--- src/rtl/div_exu_if.sv ---
// rtl/div_exu_if.sv - issue, redirect and writeback signals of the divide unit
interface div_exu_if #(
    parameter int XLEN      = 32,
    parameter int ROB_WIDTH = 6
);
    logic                 en;
    logic [1:0]           divop;
    logic                 word;
    logic [XLEN-1:0]      rs1_data;
    logic [XLEN-1:0]      rs2_data;
    logic [ROB_WIDTH:0]   robIdx;
    logic                 redirect;
    logic [ROB_WIDTH:0]   redirectIdx;
    logic                 busy;
    logic                 div_end;
    logic                 wb_valid;
    logic                 wb_ready;
    logic [XLEN-1:0]      wb_data;
    logic [ROB_WIDTH:0]   wb_robIdx;

    modport master (
        output en, divop, word, rs1_data, rs2_data, robIdx,
        output redirect, redirectIdx, wb_ready,
        input  busy, div_end, wb_valid, wb_data, wb_robIdx
    );

    modport slave (
        input  en, divop, word, rs1_data, rs2_data, robIdx,
        input  redirect, redirectIdx, wb_ready,
        output busy, div_end, wb_valid, wb_data, wb_robIdx
    );
endinterface

--- src/rtl/div_exu.sv ---
// rtl/div_exu.sv - iterative radix-2 integer divider with writeback handshake and redirect kill
module div_exu #(
    parameter int XLEN      = 32,
    parameter int ROB_WIDTH = 6
) (
    input  logic      clk,
    input  logic      rst,
    div_exu_if.slave  bus
);
    // Word ops work on the low W bits; for XLEN below 32 this collapses to XLEN
    localparam int W   = (XLEN >= 32) ? 32 : XLEN;
    localparam int WSH = XLEN - W;
    localparam int CW  = $clog2(XLEN + 1);
    // Most-negative value as seen after sign extension, for full and word width
    localparam logic [XLEN-1:0] MIN_X = {XLEN{1'b1}} << (XLEN - 1);
    localparam logic [XLEN-1:0] MIN_W = {XLEN{1'b1}} << (W - 1);

    typedef enum logic [2:0] {IDLE, PRE, CALC, POST, DONE} state_t;

    state_t               state, next_state;
    logic [XLEN-1:0]      a_q, b_q;
    logic [1:0]           op_q;
    logic                 word_q;
    logic [ROB_WIDTH:0]   rob_q;
    logic [XLEN-1:0]      quo, rem, dvsr;
    logic [CW-1:0]        cnt;
    logic                 q_neg, r_neg;
    logic [XLEN-1:0]      data_q;
    logic [ROB_WIDTH:0]   wb_rob_q;
    logic                 end_q;

    // a is older than b, accounting for the wrap flag in the msb
    function automatic logic older(input logic [ROB_WIDTH:0] a, input logic [ROB_WIDTH:0] b);
        if (a[ROB_WIDTH] == b[ROB_WIDTH])
            return a[ROB_WIDTH-1:0] < b[ROB_WIDTH-1:0];
        else
            return a[ROB_WIDTH-1:0] > b[ROB_WIDTH-1:0];
    endfunction

    logic kill_held, kill_issue, accept, wb_fire;
    logic sgn, s1, s2, div_zero, ovf, special;
    logic [XLEN-1:0] a_ext, b_ext, a_sx, a_abs, b_abs, spec_res;
    logic [XLEN:0]   rem_sh, diff;
    logic [XLEN-1:0] q_fix, r_fix, sel, post_res;

    assign kill_held  = bus.redirect && older(bus.redirectIdx, rob_q) && (state != IDLE);
    assign kill_issue = bus.redirect && older(bus.redirectIdx, bus.robIdx);
    assign accept     = (state == IDLE) && bus.en && !kill_issue;
    assign wb_fire    = (state == DONE) && bus.wb_ready;

    // Operand conditioning for PRE: word extension, signs, magnitudes and special cases
    always_comb begin
        sgn      = ~op_q[0];
        a_sx     = word_q ? XLEN'($signed(a_q[W-1:0])) : a_q;
        a_ext    = word_q ? (sgn ? XLEN'($signed(a_q[W-1:0])) : XLEN'(a_q[W-1:0])) : a_q;
        b_ext    = word_q ? (sgn ? XLEN'($signed(b_q[W-1:0])) : XLEN'(b_q[W-1:0])) : b_q;
        s1       = sgn & a_ext[XLEN-1];
        s2       = sgn & b_ext[XLEN-1];
        a_abs    = s1 ? -a_ext : a_ext;
        b_abs    = s2 ? -b_ext : b_ext;
        div_zero = (b_ext == '0);
        ovf      = sgn && (&b_ext) && (a_ext == (word_q ? MIN_W : MIN_X));
        special  = div_zero || ovf;
        if (op_q[1])
            spec_res = div_zero ? a_sx : '0;
        else
            spec_res = div_zero ? '1 : a_sx;
    end

    // One restoring-division step plus the sign fix-up used in POST
    always_comb begin
        rem_sh   = {rem, quo[XLEN-1]};
        diff     = rem_sh - {1'b0, dvsr};
        q_fix    = q_neg ? -quo : quo;
        r_fix    = r_neg ? -rem : rem;
        sel      = op_q[1] ? r_fix : q_fix;
        post_res = word_q ? XLEN'($signed(sel[W-1:0])) : sel;
    end

    // State register
    always_ff @(posedge clk or negedge rst) begin
        if (!rst)
            state <= IDLE;
        else
            state <= next_state;
    end

    // Next-state logic; a kill overrides every other transition
    always_comb begin
        next_state = state;
        case (state)
            IDLE:    if (accept) next_state = PRE;
            PRE:     next_state = special ? DONE : CALC;
            CALC:    if (cnt == CW'(1)) next_state = POST;
            POST:    next_state = DONE;
            DONE:    if (bus.wb_ready) next_state = IDLE;
            default: next_state = IDLE;
        endcase
        if (kill_held)
            next_state = IDLE;
    end

    // Operand capture, iteration datapath, result registers and the retire pulse
    always_ff @(posedge clk or negedge rst) begin
        if (!rst) begin
            a_q      <= '0;
            b_q      <= '0;
            op_q     <= '0;
            word_q   <= 1'b0;
            rob_q    <= '0;
            quo      <= '0;
            rem      <= '0;
            dvsr     <= '0;
            cnt      <= '0;
            q_neg    <= 1'b0;
            r_neg    <= 1'b0;
            data_q   <= '0;
            wb_rob_q <= '0;
            end_q    <= 1'b0;
        end else begin
            // Retire: handshake, kill of a held op, or an op dropped at issue
            end_q <= wb_fire || kill_held || ((state == IDLE) && bus.en && kill_issue);
            case (state)
                IDLE: begin
                    if (accept) begin
                        a_q    <= bus.rs1_data;
                        b_q    <= bus.rs2_data;
                        op_q   <= bus.divop;
                        word_q <= bus.word;
                        rob_q  <= bus.robIdx;
                    end
                end
                PRE: begin
                    if (special) begin
                        data_q   <= spec_res;
                        wb_rob_q <= rob_q;
                    end else begin
                        // Word dividends are parked in the top bits so 32 shifts consume them
                        quo   <= word_q ? (a_abs << WSH) : a_abs;
                        rem   <= '0;
                        dvsr  <= b_abs;
                        cnt   <= word_q ? CW'(W) : CW'(XLEN);
                        q_neg <= s1 ^ s2;
                        r_neg <= s1;
                    end
                end
                CALC: begin
                    if (!diff[XLEN]) begin
                        rem <= diff[XLEN-1:0];
                        quo <= {quo[XLEN-2:0], 1'b1};
                    end else begin
                        rem <= rem_sh[XLEN-1:0];
                        quo <= {quo[XLEN-2:0], 1'b0};
                    end
                    cnt <= cnt - CW'(1);
                end
                POST: begin
                    data_q   <= post_res;
                    wb_rob_q <= rob_q;
                end
                default: ;
            endcase
        end
    end

    assign bus.busy      = (state != IDLE);
    assign bus.wb_valid  = (state == DONE);
    assign bus.wb_data   = data_q;
    assign bus.wb_robIdx = wb_rob_q;
    assign bus.div_end   = end_q;

    // Issuing while an op is held is a protocol error; the request is ignored
    a_no_issue_when_busy: assert property (@(posedge clk) disable iff (!rst) !(bus.en && state != IDLE));

endmodule

--- src/flat_wrapper.sv ---
// flat-port wrapper written by rule: the top's interface ports become plain ports
module div_exu_flat 
#(
    parameter int XLEN      = 32,
    parameter int ROB_WIDTH = 6
)
  (clk, rst, bus_en, bus_divop, bus_word, bus_rs1_data, bus_rs2_data, bus_robIdx, bus_redirect, bus_redirectIdx, bus_wb_ready, bus_busy, bus_div_end, bus_wb_valid, bus_wb_data, bus_wb_robIdx);
  div_exu_if #(.XLEN(XLEN), .ROB_WIDTH(ROB_WIDTH)) bus_i ();
  input  logic clk;
  input  logic rst;
  input wire logic [$bits(bus_i.en)-1:0] bus_en;
  input wire logic [$bits(bus_i.divop)-1:0] bus_divop;
  input wire logic [$bits(bus_i.word)-1:0] bus_word;
  input wire logic [$bits(bus_i.rs1_data)-1:0] bus_rs1_data;
  input wire logic [$bits(bus_i.rs2_data)-1:0] bus_rs2_data;
  input wire logic [$bits(bus_i.robIdx)-1:0] bus_robIdx;
  input wire logic [$bits(bus_i.redirect)-1:0] bus_redirect;
  input wire logic [$bits(bus_i.redirectIdx)-1:0] bus_redirectIdx;
  input wire logic [$bits(bus_i.wb_ready)-1:0] bus_wb_ready;
  output wire logic [$bits(bus_i.busy)-1:0] bus_busy;
  output wire logic [$bits(bus_i.div_end)-1:0] bus_div_end;
  output wire logic [$bits(bus_i.wb_valid)-1:0] bus_wb_valid;
  output wire logic [$bits(bus_i.wb_data)-1:0] bus_wb_data;
  output wire logic [$bits(bus_i.wb_robIdx)-1:0] bus_wb_robIdx;
  assign bus_i.en = bus_en;
  assign bus_i.divop = bus_divop;
  assign bus_i.word = bus_word;
  assign bus_i.rs1_data = bus_rs1_data;
  assign bus_i.rs2_data = bus_rs2_data;
  assign bus_i.robIdx = bus_robIdx;
  assign bus_i.redirect = bus_redirect;
  assign bus_i.redirectIdx = bus_redirectIdx;
  assign bus_i.wb_ready = bus_wb_ready;
  assign bus_busy = bus_i.busy;
  assign bus_div_end = bus_i.div_end;
  assign bus_wb_valid = bus_i.wb_valid;
  assign bus_wb_data = bus_i.wb_data;
  assign bus_wb_robIdx = bus_i.wb_robIdx;
  div_exu #(.XLEN(XLEN), .ROB_WIDTH(ROB_WIDTH)) u_core (.clk(clk), .rst(rst), .bus(bus_i));
endmodule
--- config.mk ---
export PLATFORM = sky130hd
export DESIGN_NAME = div_exu_flat
export DESIGN_NICKNAME = d
export VERILOG_FILES = /design/src/rtl/div_exu_if.sv /design/src/rtl/div_exu.sv /design/src/flat_wrapper.sv
export SDC_FILE = /design/constraint.sdc
export NUM_CORES = 1
export LEC_CHECK = 0
export CAP_MARGIN = 15
export CORE_MARGIN = 1.5
export CORE_UTILIZATION = 54
export DETAILED_ROUTE_END_ITERATION = 6
export MAX_ROUTING_LAYER = met4
export PLACE_DENSITY = 0.75
export SLEW_MARGIN = 20
export SYNTH_ARGS = -nofsm -noshare
export SYNTH_HDL_FRONTEND = slang
export SYNTH_SLANG_ARGS = --single-unit
--- constraint.sdc ---
create_clock -name clk -period 4.4 [get_ports clk]
set_input_delay 1.32 -clock clk [delete_from_list [all_inputs] [get_ports clk]]
set_output_delay 1.32 -clock clk [all_outputs]
set_load 0.05 [all_outputs]
==> flow_summary.json, run 1 <==
{
  "synth-edff-count": 0,
  "remaining_drc_errors": 0,
  "p_leak_nw": 7.07,
  "p_total_w": 0.0140,
  "final_max_slew_viol_count": 0,
  "power_density_nw_per_um2": 831,
  "viasPerCell": 6.22,
  "synthFlopType": "dfrtp_1",
  "cts_buffers": 25,
  "grt_use_met3": 0.0465,
  "ir_drop_mv": 0.517,
  "vias": 12900,
  "grt.busiest_layer": "met2",
  "slew_headroom": 0.296,
  "grt_pass1_vias": 12100,
  "finalSetupViolCount": 0,
  "synth-warning-count": 0,
  "ys_ff_latch": 220,
  "crit_slowest_cell": "or3_1",
  "dieArea_um2": 27600,
  "crit_path_start_kind": "flip-flop",
  "critPathMaxStageDelay_ns": 0.62,
  "async_flop_share": 1.00,
  "path_cells": "inv_1, ha_1, fa_1, nand2b_1, a21oi_1, o21a_1, a2111oi_2, nor4_1, or3_1, nand3_1, o211ai_1",
  "htree_levels": 1,
  "cts_hold_buffers": 0,
  "routed_wl_um": 40800,
  "worst_slew_pin_slew_ns": 1.05,
  "rsz0062_at_grt": "no",
  "hold_viol": 0,
  "final.setup.tns_ns": 0,
  "hold_class": "flip-flop to flip-flop",
  "syn_area_um2": 14400,
  "wl_per_cell_um": 19.6,
  "fmax_mhz": 251,
  "synth_top_cell_area_share": 0.383,
  "layout_commonest_cell": "dfrtp_1",
  "clock_latency_ns": 0.54,
  "clock_path_buffers": 3,
  "critPathTopFamily": "simple AND/OR/NAND/NOR gates",
  "period_minus_slack_ns": 3.98,
  "whs_ns": 0.480,
  "cts_tree": "built",
  "start_util": 0.552,
  "use_met1": 0.429,
  "finalCritPeriodShare": 0.904,
  "path_max_fanout": 15,
  "core_um2": 26100,
  "nNetsFinal": 1874,
  "dpl.hpwl_um": 30500,
  "antenna_left": 0,
  "fp.dieH_um": 166,
  "worst_ep_required_time_ns": 4.85,
  "cts-resized-gates": 0,
  "globalRouteOverflowTotal": 0,
  "antenna_found_initial": 0,
  "yosysSeqAreaShare": 0.383,
  "syn_to_final_growth_pct": 17.0,
  "end_kind": "flip-flop",
  "drtPass1Iterations": 6,
  "final_cell_mix": "dfrtp_1, nand2_1, o21ai_0, clkdlybuf4s50_1, nor2_1",
  "dieWidth_um": 166,
  "grt_max_degree": 101,
  "detail_route.iter0.violations": 1290,
  "root_buffer": "clkbuf_16",
  "gp_congestion": 0.920,
  "synth_cells": 1644,
  "grt_pass1_wl_um": 65100,
  "cts_num_sinks": 220,
  "grt_usage": 0.301,
  "yosys-top-cells-area": "dfrtp_1, mux2_2, o21ai_0",
  "cp.buffers_inverters": 1,
  "clkSlewWorstSetupHoldPaths_ns": 0.06,
  "row_count": 59,
  "met2_usage": 0.448,
  "fillerInstances": 2208,
  "crit_arrival_ns": 4.43,
  "worstSetupPathType": "flip-flop to flip-flop",
  "drive_gt1_frac": 0.0955,
  "synth_nets": 1782,
  "cap_violations": 0,
  "io_pins": 128,
  "ys_types": 64,
  "syn_avg_cell_area_um2": 8.75,
  "outcome": "finished, final reports clean",
  "io_buffers": 126,
  "diodes": 0,
  "fin_skew_ns": 0.0124,
  "synth_top_cell_by_area": "dfrtp_1",
  "post_cts_buffers": 0
}
[final timing paths]
check | start | endpoint | slack, ns | cells after the start
worst min-delay path | u_core.bus.wb_robIdx[2] | u_core.bus.wb_robIdx[2] | 0.48 | 2
min in group asynchronous | rst | u_core.b_ext[13] | 0.82 | 1
worst min register to register | u_core.bus.wb_robIdx[2] | u_core.bus.wb_robIdx[2] | 0.48 | 2
worst max-delay path | u_core.quo[31] | u_core.rem[22] | 0.42 | 11
max in group asynchronous | rst | u_core.bus.wb_data[3] | 2.77 | 2
worst max register to register | u_core.quo[31] | u_core.rem[22] | 0.42 | 11
[worst register-to-register path, cell delays in order, from the launching register on]
cell and delay, ns:
dfrtp_1 0.44, inv_1 0.07, ha_1 0.21, fa_1 0.40, nand2b_1 0.20, a21oi_1 0.26, o21a_1 0.35, a2111oi_2 0.17
nor4_1 0.50, or3_1 0.62, nand3_1 0.37, o211ai_1 0.30
[per-stage QoR]
step	instances	setup slack, ns	area, um2	utilization
after floorplan	1644	0.964	14400	-
after global placement	2044	0.455	16100	0.616
after detailed placement	2044	0.452	16100	0.616
after CTS	2083	0.450	16800	0.645
after global routing	2083	0.117	16800	0.646
final	2083	0.422	16800	0.646
[layer usage]
layer | vias to the layer above | part of all wire
li1 | 6126 | -
met1 | 6268 | 0.45
met2 | 496 | 0.44
met3 | 58 | 0.081
met4 | 0 | 0.022
met5 | - | 0
[state kept, by name, summed over array words and instances, names as in the netlist]
signal and flops:
u_core.bus.wb_robIdx 7, u_core.bus.div_end 1, u_core.rob_q 7, u_core.dvsr 32, u_core.b_ext 32, u_core.r_neg 1, u_core.op_q 2, u_core.rem 32
u_core.cnt 6, u_core.q_neg 1, u_core.a_ext 32, u_core.state 3, u_core.bus.wb_data 32, u_core.quo 32
[where the power goes]
| group | internal [W] | switching [W] |
|---|---|---|
| Combinational | 0.00318 | 0.00467 |
| Clock | 0.00116 | 0.000812 |
| Sequential | 0.00294 | 0.00121 |
| Total | 0.00729 | 0.00669 |
[cell families after synthesis]
logic type               share of synthesized area
flip-flops                                   0.383
AO/OA/AOI/OAI                                0.202
multiplexers                                0.0596
adder cells (fa/ha/maj)                     0.0458
XOR/XNOR                                    0.0871
buffers and inverters                       0.0481
AND/OR/NAND/NOR                              0.174
[cells in the mapped netlist (11+ instances only)]
master / number
or4_1: 11
nand4_1: 41
o41ai_1: 14
nand2_1: 182
a211oi_1: 17
inv_1: 75
nand3_1: 62
xor2_1: 70
nor2_1: 90
o21ai_0: 148
o31ai_1: 41
nand2b_1: 16
dfrtp_1: 220
xnor2_1: 73
buf_2: 16
nor4_1: 19
a21oi_1: 88
mux2_2: 69
clkbuf_1: 79
nor3_1: 29
a21o_1: 15
o211ai_1: 55
or3_1: 24
ha_1: 51
and3_1: 11
a31oi_1: 12
[layout make-up]
| class | instances | area, um2 | share of cell area |
|---|---|---|---|
| clock buffers | 36 | 707 | 0.0420 |
| clock inverters | 3 | 55.1 | 0.00327 |
| inverters | 75 | 282 | 0.0167 |
| multi-input cells | 1248 | 8210 | 0.488 |
| flip-flops and latches | 220 | 5510 | 0.327 |
| well taps | 335 | 419 | 0.0249 |
| repair buffers | 166 | 1640 | 0.0976 |
Power figures use the tool's default switching activity.
==> inputs of run 2 (changes only) <==
--- a/config.mk
+++ b/config.mk
@@ -7,10 +7,10 @@
 export LEC_CHECK = 0
 export CAP_MARGIN = 15
 export CORE_MARGIN = 1.5
-export CORE_UTILIZATION = 54
+export CORE_UTILIZATION = 59
 export DETAILED_ROUTE_END_ITERATION = 6
 export MAX_ROUTING_LAYER = met4
-export PLACE_DENSITY = 0.75
+export PLACE_DENSITY = 0.81
 export SLEW_MARGIN = 20
 export SYNTH_ARGS = -nofsm -noshare
 export SYNTH_HDL_FRONTEND = slang
==> run 2 against run 1 <==
- sequential power is essentially flat
- clock power up 3%
- non-clock buffer count decreased by 4
- sequential share of layout area rose by 0.095 points
- clock-buffer cell count down 1
- clock skew is 0.015 ns higher
- die area decreased by 8.3%
- power is 0.15% higher
- largest cell class unchanged
- highest routed layer unchanged
==> flow_summary.json, run 2 (synthesized netlist as in run 1, its figures left out) <==
{
  "outcome": "finished, final reports clean",
  "io_pins": 128,
  "antenna_left": 0,
  "fmax_mhz": 249,
  "period_minus_slack_ns": 4.02,
  "cap_violations": 0,
  "p_sw_w": 0.00669,
  "core_um2": 23700,
  "grt_usage": 0.329,
  "viasPerCell": 6.34,
  "final_max_slew_viol_count": 0,
  "post_cts_buffers": 0,
  "diodes": 0,
  "cts_buffers": 24,
  "finalSetupViolCount": 0,
  "drive_gt1_frac": 0.0946,
  "fillerInstances": 1845,
  "p_leak_nw": 7.05,
  "cts_num_sinks": 220,
  "end_kind": "flip-flop",
  "dpl.hpwl_um": 29900,
  "row_count": 56,
  "fp.dieH_um": 159,
  "crit_slowest_cell": "and3_1",
  "grt_max_degree": 105,
  "intPower_w": 0.00731,
  "whs_ns": 0.473,
  "power_density_nw_per_um2": 835,
  "worstSetupPathType": "flip-flop to flip-flop",
  "path_cells": "or4_1, or3_1, or3_1, o32ai_4, and3_1, o21ai_0, o221ai_1, a21o_1",
  "antenna_found_initial": 0,
  "critPathMostFrequentCell": "or3_1",
  "crit_path_start_kind": "flip-flop",
  "syn_to_final_growth_pct": 16.7,
  "clock_latency_ns": 0.55,
  "rrSetupSlack_ns": 0.38,
  "grt_pass1_wl_um": 65500,
  "worst_ep_required_time_ns": 4.87,
  "routed_wl_um": 40800,
  "clock_path_buffers": 3,
  "p_clk_frac": 0.145,
  "final.setup.tns_ns": 0,
  "fin_skew_ns": 0.0275,
  "critPathMaxStageDelay_ns": 0.66,
  "rsz0062_at_grt": "no",
  "remaining_drc_errors": 0,
  "detail_route.iter0.violations": 1313,
  "cts_tree": "built",
  "layout_commonest_cell": "dfrtp_1",
  "hold_class": "flip-flop to flip-flop",
  "critPathTopFamily": "simple AND/OR/NAND/NOR gates",
  "htree_levels": 1,
  "crit_arrival_ns": 4.48,
  "wl_per_cell_um": 19.8,
  "multiInputGateArea_um2": 8210,
  "finalCritPeriodShare": 0.914,
  "final_cell_mix": "dfrtp_1, nand2_1, o21ai_0, clkdlybuf4s50_1, nor2_1",
  "ir_drop_mv": 0.450,
  "cp.buffers_inverters": 0,
  "power_frac_seq": 0.297,
  "globalRouteOverflowTotal": 0,
  "io_buffers": 126,
  "hold_viol": 0,
  "start_util": 0.607,
  "dieWidth_um": 159,
  "grt_pass1_vias": 12100,
  "post-place-ws_ns": 0.358,
  "dieArea_um2": 25300,
  "worst_slew_pin_slew_ns": 1.06,
  "switching_share": 0.478,
  "gp_congestion": 0.932,
  "drtPass1Iterations": 5,
  "nNetsFinal": 1869,
  "p_comb_frac": 0.557,
  "finalWorstSetupSlack_ns": 0.380,
  "clkSlewWorstSetupHoldPaths_ns": 0.06,
  "utilization": 0.708,
  "cts_hold_buffers": 0,
  "cts-resized-gates": 0,
  "path_max_fanout": 22,
  "root_buffer": "clkbuf_16",
  "vias": 13100,
  "seqCellArea_um2": 5510,
  "slew_headroom": 0.291
}
-- run 2: changes by cell type in the layout (fill, tap and decap cells not counted), sizes merged --
cell      before  now
buf           41   37
bufinv         1    2
clkbuf        36   35
clkinv         1    2
clkinvlp       0    1
inv           76   75
-- run 2: path summary, 6_finish.rpt --
check / from / to / cells past startpoint
setup reg to reg: u_core.b_ext[18] / u_core.bus.wb_data[30] / 8
min in group asynchronous: rst / u_core.b_ext[13] / 1
hold / removal: u_core.cnt[5] / u_core.cnt[5] / 1
max in group asynchronous: rst / u_core.rem[30] / 2
hold reg to reg: u_core.cnt[5] / u_core.cnt[5] / 1
setup / recovery: u_core.b_ext[18] / u_core.bus.wb_data[30] / 8
-- run 2: power by group through the flow --
| stage | Combinational, W | Sequential, W | Clock (W) |
|---|---|---|---|
| 6_report | 0.00781 | 0.00416 | 0.00203 |
| 5_1_grt | 0.00855 | 0.00427 | 0.00212 |
| 4_1_cts | 0.00770 | 0.00411 | 0.00204 |
| 3_5_place_dp | 0.00760 | 0.00413 | 0 |
| 3_3_place_gp | 0.00744 | 0.00407 | 0 |
| 2_1_floorplan | 0.00528 | 0.00422 | 0 |
-- run 2: worst register-to-register path: cells and delay by family, from the launching register on --
family,cells,cell delay [ns]
flip-flops,1,0.47
AND/OR/NAND/NOR,4,2.26
AO/OA/AOI/OAI,4,1.22
-- run 2: routing by layer --
layer  wire length [um]  track usage  up-vias  part of all wire
li1                   -            -     6133                 -
met3               3590       0.0565       74             0.088
met4               1120       0.0892        0             0.027
met1              18000        0.466     6284              0.44
met2              18000        0.488      602              0.44
met5                  0            -        -                 0
-- run 2: cell type report --
type	count	share of cell area
Tap cell	319	0.0238
Inverter	75	0.0168
Clock buffer	35	0.0413
Timing Repair Buffer	162	0.0946
Multi-Input combinational cell	1248	0.489
Clock inverter	5	0.00612
Sequential cell	220	0.328
-- run 2: metrics by stage --
step | total power (W) | cell area [um2] | instances
floorplan | 0.00950 | 14400 | 1644
global route | 0.0149 | 16800 | 2064
finish | 0.0140 | 16800 | 2064
global placement | 0.0115 | 16000 | 2023
CTS | 0.0139 | 16800 | 2063
detailed placement | 0.0117 | 16000 | 2023
==> inputs of run 3 (changes only) <==
--- a/config.mk
+++ b/config.mk
@@ -9,9 +9,9 @@
 export CORE_MARGIN = 1.5
 export CORE_UTILIZATION = 59
 export DETAILED_ROUTE_END_ITERATION = 6
+export GPL_TIMING_DRIVEN = 1
 export MAX_ROUTING_LAYER = met4
 export PLACE_DENSITY = 0.81
-export SLEW_MARGIN = 20
 export SYNTH_ARGS = -nofsm -noshare
 export SYNTH_HDL_FRONTEND = slang
 export SYNTH_SLANG_ARGS = --single-unit
==> run 3 against run 2 <==
- die area is the same
- clock skew fell by 0.0035 ns
- combinational power about the same
- flip-flop and latch count did not move
- power shrank 0.13%
- critical path depth is the same
- clock power about the same
- sequential power hardly changed
- design area is 0.13% lower
- highest routed layer unchanged
==> flow_summary.json, run 3 (synthesized netlist as in run 1, its figures left out) <==
{
  "outcome": "finished, final reports clean",
  "diodes": 0,
  "timing.rr.start": "u_core.a_ext[6]",
  "io_pins": 128,
  "final_cell_mix": "dfrtp_1, nand2_1, o21ai_0, clkdlybuf4s50_1, nor2_1",
  "fmax_mhz": 246,
  "slew_headroom": 0.242,
  "cts-resized-gates": 0,
  "grt_pass1_wl_um": 65500,
  "root_buffer": "clkbuf_16",
  "crit_path_start": "u_core.a_ext[6]",
  "post-place-ws_ns": 0.358,
  "drive_gt1_frac": 0.0935,
  "post_cts_buffers": 0,
  "fillerInstances": 1848,
  "finalCritPeriodShare": 0.923,
  "seqCellArea_um2": 5510,
  "path_max_fanout": 22,
  "start_util": 0.607,
  "endpoint": "u_core.bus.wb_data[30]",
  "ir_drop_mv": 0.449,
  "nNetsFinal": 1868,
  "whs_ns": 0.475,
  "worst_ep_required_time_ns": 4.87,
  "fp.dieH_um": 159,
  "vias": 13100,
  "hold_class": "flip-flop to flip-flop",
  "design_area_um2": 16800,
  "end_kind": "flip-flop",
  "antenna_left": 0,
  "clock_path_buffers": 3,
  "cts_num_sinks": 220,
  "hold_viol": 0,
  "crit_path_start_kind": "flip-flop",
  "p_total_w": 0.0140,
  "syn_to_final_growth_pct": 16.5,
  "remaining_drc_errors": 0,
  "viasPerCell": 6.36,
  "grt_max_degree": 105,
  "row_count": 56,
  "gp_congestion": 0.932,
  "final.setup.tns_ns": 0,
  "rsz0062_at_grt": "no",
  "finalSetupViolCount": 0,
  "io_buffers": 126,
  "multiInputGateArea_um2": 8200,
  "period_minus_slack_ns": 4.06,
  "worst_slew_pin_slew_ns": 1.13,
  "grt_usage": 0.329,
  "rrSetupSlack_ns": 0.34,
  "p_leak_nw": 7.04,
  "dieArea_um2": 25300,
  "clkSlewWorstSetupHoldPaths_ns": 0.06,
  "reg2reg_depth": 8,
  "final_max_slew_viol_count": 0,
  "core_um2": 23700,
  "antenna_found_initial": 0,
  "cap_violations": 0,
  "detail_route.iter0.violations": 1278,
  "hold_start": "u_core.cnt[5]",
  "htree_levels": 1,
  "cts_tree": "built",
  "clock_latency_ns": 0.55,
  "finalWorstSetupSlack_ns": 0.341,
  "worstReg2RegEnd": "u_core.bus.wb_data[30]",
  "worstSetupPathType": "flip-flop to flip-flop",
  "globalRouteOverflowTotal": 0,
  "cts_hold_buffers": 0,
  "crit_arrival_ns": 4.53,
  "routed_wl_um": 40700,
  "fin_skew_ns": 0.0241,
  "wl_per_cell_um": 19.7,
  "cts_buffers": 24,
  "drtPass1Iterations": 5,
  "layout_commonest_cell": "dfrtp_1",
  "grt_pass1_vias": 12100,
  "power_density_nw_per_um2": 835,
  "dieWidth_um": 159,
  "dpl.hpwl_um": 29900,
  "dpl_cell_area_um2": 16000
}
-- run 3: changes by cell type in the layout (fill, tap and decap cells not counted), sizes merged --
cell | before | now
buf | 37 | 36
-- run 3: per-stage QoR --
stage	utilization	std cells
finish	0.707	2063
detailed placement	0.674	2023
CTS	0.707	2063
floorplan	-	1644
global route	0.707	2063
global placement	0.674	2023
-- run 3: area by class of cell --
type / instances / area share
clock inverters: 5 / 0.00612
clock buffers: 35 / 0.0413
multi-input cells: 1248 / 0.490
inverters: 75 / 0.0168
repair buffers: 161 / 0.0935
well taps: 319 / 0.0238
flip-flops and latches: 220 / 0.329
-- run 3: per-layer routing --
| metal | track usage | part of all wire |
|---|---|---|
| met4 | 0.0892 | 0.029 |
| met3 | 0.0565 | 0.083 |
| met2 | 0.488 | 0.44 |
| met1 | 0.466 | 0.45 |
| met5 | - | 0 |
-- run 3: critical path, cell delays in order (launching register included) --
cell and delay [ns]:
dfrtp_1 0.46, or4_1 0.60, nor4_1 0.70, nand4_1 0.42, o32ai_4 0.41, and3_1 0.67, o21ai_0 0.36, o221ai_1 0.22
a21o_1 0.13
-- run 3: worst min-delay path by stage --
stage / to / cells after the start
4_1_cts: u_core.cnt[5] / 1
2_1_floorplan: u_core.cnt[5] / 1
3_3_place_gp: u_core.cnt[5] / 1
5_1_grt: u_core.cnt[5] / 1
3_5_place_dp: u_core.cnt[5] / 1
6_report: u_core.cnt[5] / 1
-- run 3: power by group --
group,switching (W),internal (W),total (W),leakage [nW]
logic,0.00464,0.00315,0.00779,3.92
clock network,0.000825,0.00121,0.00203,0.383
registers,0.00122,0.00294,0.00416,2.74
total,0.00669,0.00730,0.0140,7.04
